## config.mk

```make
export PLATFORM = sky130hd
export DESIGN_NAME = alu_operand_sel_pipe
export DESIGN_NICKNAME = d
export VERILOG_FILES = /design/src/rtl/alu_operand_sel_pipe.sv
export SDC_FILE = /design/constraint.sdc
export NUM_CORES = 1
export LEC_CHECK = 0
export BUFFER_PORTS_ARGS = -buffer_cell sky130_fd_sc_hd__buf_2
export CAP_MARGIN = 20
export CORE_MARGIN = 2
export CORE_UTILIZATION = 50
export DETAILED_ROUTE_END_ITERATION = 12
export HOLD_SLACK_MARGIN = 0.12
export MAX_ROUTING_LAYER = met4
export PLACE_DENSITY = 0.89
export SYNTH_ARGS = -nofsm -noshare
export SYNTH_HDL_FRONTEND = slang
export SYNTH_SLANG_ARGS = --single-unit
```

## constraint.sdc

```tcl
create_clock -name clk -period 2.05 [get_ports clk]
set_input_delay 0.3075 -clock clk [delete_from_list [all_inputs] [get_ports clk]]
set_output_delay 0.3075 -clock clk [all_outputs]
set_load 0.01 [all_outputs]
```

## src/rtl/alu_operand_sel_pipe.sv

```systemverilog
// ALU operand selector: picks a datapath source or built-in constant and
// registers it behind a valid/ready handshake with a 2-entry skid buffer.
module alu_operand_sel_pipe #(
   parameter int WIDTH     = 32,
   parameter int N_INPUTS  = 2,
   parameter int SEL_W     = 4,
   parameter int CONST_VAL = 4,
   parameter int ERR_W     = 8
) (
   input  logic                      clk,
   input  logic                      reset,
   input  logic                      flush,
   input  logic [SEL_W-1:0]          seletor,
   input  logic [N_INPUTS*WIDTH-1:0] data_in,
   input  logic                      in_valid,
   output logic                      in_ready,
   output logic [WIDTH-1:0]          out_data,
   output logic                      out_valid,
   input  logic                      out_ready,
   output logic                      sel_error,
   output logic [ERR_W-1:0]          err_count
);

   localparam logic [WIDTH-1:0] CONST_WORD = WIDTH'(CONST_VAL);

   logic [WIDTH-1:0] head_data;
   logic             head_valid;
   logic [WIDTH-1:0] skid_data;
   logic             skid_valid;
   logic             sel_error_q;
   logic [ERR_W-1:0] err_count_q;

   logic [WIDTH-1:0] sel_word;
   logic             sel_illegal;
   logic             accept;
   logic             consume;

   // Illegal codes default to a zero word so unused slots never leak out.
   always_comb begin
      sel_word    = '0;
      sel_illegal = 1'b1;
      for (int k = 0; k < N_INPUTS; k++) begin
         if (seletor == SEL_W'(k)) begin
            sel_word    = data_in[k*WIDTH +: WIDTH];
            sel_illegal = 1'b0;
         end
      end
      if (seletor == SEL_W'(N_INPUTS)) begin
         sel_illegal = 1'b0;
      end
      if (seletor == SEL_W'(N_INPUTS + 1)) begin
         sel_word    = CONST_WORD;
         sel_illegal = 1'b0;
      end
   end

   assign in_ready  = ~skid_valid;
   assign out_valid = head_valid;
   assign out_data  = head_data;
   assign sel_error = sel_error_q;
   assign err_count = err_count_q;

   assign accept  = in_valid & in_ready;
   assign consume = head_valid & out_ready;

   always_ff @(posedge clk) begin
      if (!reset) begin
         head_data   <= '0;
         head_valid  <= 1'b0;
         skid_data   <= '0;
         skid_valid  <= 1'b0;
         sel_error_q <= 1'b0;
         err_count_q <= '0;
      end else begin
         sel_error_q <= accept & sel_illegal;
         if (accept && sel_illegal && (err_count_q != {ERR_W{1'b1}})) begin
            err_count_q <= err_count_q + 1'b1;
         end

         if (flush) begin
            head_valid <= 1'b0;
            skid_valid <= 1'b0;
         end else if (consume && skid_valid) begin
            // in_ready is low here, so no accept can collide with the shift.
            head_data  <= skid_data;
            skid_valid <= 1'b0;
         end else if (consume) begin
            head_valid <= accept;
            if (accept) begin
               head_data <= sel_word;
            end
         end else if (accept) begin
            if (!head_valid) begin
               head_data  <= sel_word;
               head_valid <= 1'b1;
            end else begin
               skid_data  <= sel_word;
               skid_valid <= 1'b1;
            end
         end
      end
   end

endmodule

```

==> flow_summary.toml <==
[critical_path]
endpoint_kind = "flip-flop"
critical_path_class = "flip-flop to flip-flop"
critical_path_required_ns = 2.31
worst_setup_path_start_kind = "flip-flop"
crit_arrival_ns = 1.99
critical_path_peak_fanout = 18

[floorplanning]
die_w_um = 86.5
start_util_pct = 50.9
core.rowCount = 30
die_area_sq_um = 7480
die_h_um = 86.5
design.core.area_sq_um = 6680
pin_count = 116

[power_and_ir_drop]
ir_drop_uv = 531
power_density_nw_per_um2 = 782
p_leak_nw = 1.91

[clocking]
cts_setup_buffers = 0
cts_tree = "yes"
tritoncts.num_buffers = 9
htree_levels = 3
ctsRootBufferMaster = "sky130_fd_sc_hd__clkbuf_8"
ctsLongestPathBuffers = 2
cts_num_sinks = 75
worst_skew_pair.late_latency_ns = 0.35
postCtsHoldBufs = 0
clk_transition_reported_paths_ns = 0.08

[sta]
clock_skew_ns = 0.0122
worstMarginPinSlew_ns = 0.814
timing.final.crit_period_ns = 1.73
period_share_pct = 84.5
fin_tns_setup_ns = 0
grt_setup_unrepaired = "no"
final-max-slew-violation-count = 0
finalHoldViolCount = 0
setup_viol = 0
timing.slew.headroom_pct = 45.7
fmaxAchievable_mhz = 577

[final_layout]
ff_latch_area_sq_um = 1500
fill_cells = 574
area_growth_syn_to_layout_pct = 25.2
fin_nets = 547
layout_common_cells = "sky130_fd_sc_hd__buf_2, sky130_fd_sc_hd__dfxtp_1, sky130_fd_sc_hd__nand2_1, sky130_fd_sc_hd__nor2b_1"
antennaDiodeCount = 0
multiInputGateArea_sq_um = 1710
final_layout_size_suffix_gt1_share_pct = 32.4
mostFrequentLayoutCell = "sky130_fd_sc_hd__buf_2"
final_cell_count_no_fill = 558

[routing]
wl_per_cell_um = 16.4
vias = 3269
drc = 0
routed_via_density = 5.86
initialDrtViolationCount = 224
drt-pass1-iter-count = 4
totalWireLength_um = 9160
antenna_left = 0

[global_routing]
grt_pass1_wl_um = 14500
grt_usage_pct = 25.2
antenna_found_initial = 0
grt_max_degree = 45
grt_overflow_total = 0
grt_pass1_vias = 2992

[place]
dp.final_hpwl_um = 6240
place.port_buffers = 115
globalplace.congestion = 0.927
dpl.cell_count = 542

[logic_synthesis]
synthesis.area_sq_um = 3400
yosys.area.top_type = "sky130_fd_sc_hd__dfxtp_1"
synth_top_area_share_pct = 44.2
synthTopCellsByArea = "sky130_fd_sc_hd__dfxtp_1, sky130_fd_sc_hd__o221a_1, sky130_fd_sc_hd__o2bb2ai_1"
synth_sequential_area_ratio_pct = 44.2
synth-warning-count = 0
post_synth.cell_area_avg_sq_um = 9.32
synth_seq_cells = 75
synth_fp_nets = 439
synthesis.instances = 365
post_synth_num_cell_types = 37

[min_path]
min-delay-path-class = "input pin to flip-flop"

[run_status]
outcome = "complete, no violations"

[flow_run]
max-cap-violations = 0
==> layout make-up <==
type | instances | share of cell area [%]
Clock buffer | 9 | 2.91
Timing Repair Buffer | 130 | 16.2
Clock inverter | 7 | 2.73
Tap cell | 80 | 2.35
Sequential cell | 75 | 35.3
Inverter | 4 | 0.353
Multi-Input combinational cell | 253 | 40.2
==> where the power goes <==
part	leakage [nW]	internal (mW)	switching [mW]	total (mW)
clock	0.119	0.806	0.560	1.37
combinational	1.18	0.196	0.229	0.425
sequential	0.610	1.51	0.0320	1.54
==> cell usage after synthesis (all sizes together) <==
master    n
inv       4
and2      1
a22oi    31
or3       2
a21o      1
a211o     1
nand2b    3
a31oi     3
o221a    31
nand3     5
and3      5
nor2b    32
or2       2
nand4b    2
a211oi    3
and2b     1
a21oi     4
o311ai    1
a31o      1
nor3      2
nand4     3
o311a     1
o31ai     1
nor2      7
dfxtp    75
ha        1
o21ai     8
buf      11
o2bb2ai  31
nand2    68
clkbuf   22
nor3b     1
xnor2     1
==> final timing paths <==
check,startpoint,end,slack (ns),cells after the start
worst max-delay path,out_valid$_SDFFE_PP0P_,skid_data[26]$_SDFFE_PN0P_,0.32,5
worst min-delay path,out_ready,skid_valid$_SDFFE_PP0P_,0.21,2
worst max register to register,out_valid$_SDFFE_PP0P_,skid_data[26]$_SDFFE_PN0P_,0.32,5
worst min register to register,skid_data[25]$_SDFFE_PN0P_,skid_data[25]$_SDFFE_PN0P_,0.47,1
==> flip-flops by register name, indices dropped and copies added (netlist names) <==
signal / flops
sel_error: 1
skid_valid: 1
out_valid: 1
err_count: 8
out_data: 32
skid_data: 32
==> repair_timing <==
action | CTS | global route
hold endpoints to repair | 0 | 0
setup endpoints to repair | 0 | 11
resized for setup | 0 | 1
==> layer usage <==
metal,GRT usage [%],part of all wire (%),wire (um)
met1,33.2,43,3970
met2,38.5,48,4400
met3,4.19,6.2,571
met4,10.9,2.4,216
met5,-,0,0
==> logic make-up after synthesis <==
family	Yosys count	share of synthesized area (%)
AOI/OAI and AO/OA	117	29.8
buffers and inverters	37	5.74
DFF	75	44.2
adders and majority gates	1	0.368
and+or+nand+nor	134	19.7
xor gates and xnor gates	1	0.258
==> critical path, stage by stage, from the launching register on <==
cell and delay [ns]:
sky130_fd_sc_hd__dfxtp_1 0.43, sky130_fd_sc_hd__and2b_1 0.22, sky130_fd_sc_hd__nor3b_4 0.34, sky130_fd_sc_hd__nand4_2 0.17, sky130_fd_sc_hd__buf_4 0.25, sky130_fd_sc_hd__o2bb2ai_1 0.22
==> stage by stage <==
| stage | total power, mW | util, % | hold slack [ns] | setup WS, ns | cell area [sq um] |
|---|---|---|---|---|---|
| floorplan | 1.81 | - | 0.408 | 0.531 | 3400 |
| global placement | 1.98 | 60.1 | 0.445 | 0.0947 | 4010 |
| detailed placement | 2.00 | 60.1 | 0.447 | 0.0267 | 4010 |
| CTS | 3.34 | 63.7 | 0.195 | 0.0767 | 4250 |
| global route | 3.46 | 63.7 | 0.205 | 0.202 | 4260 |
| finish | 3.33 | 63.7 | 0.210 | 0.318 | 4260 |
No activity file was read; power rests on OpenSTA's default activity.
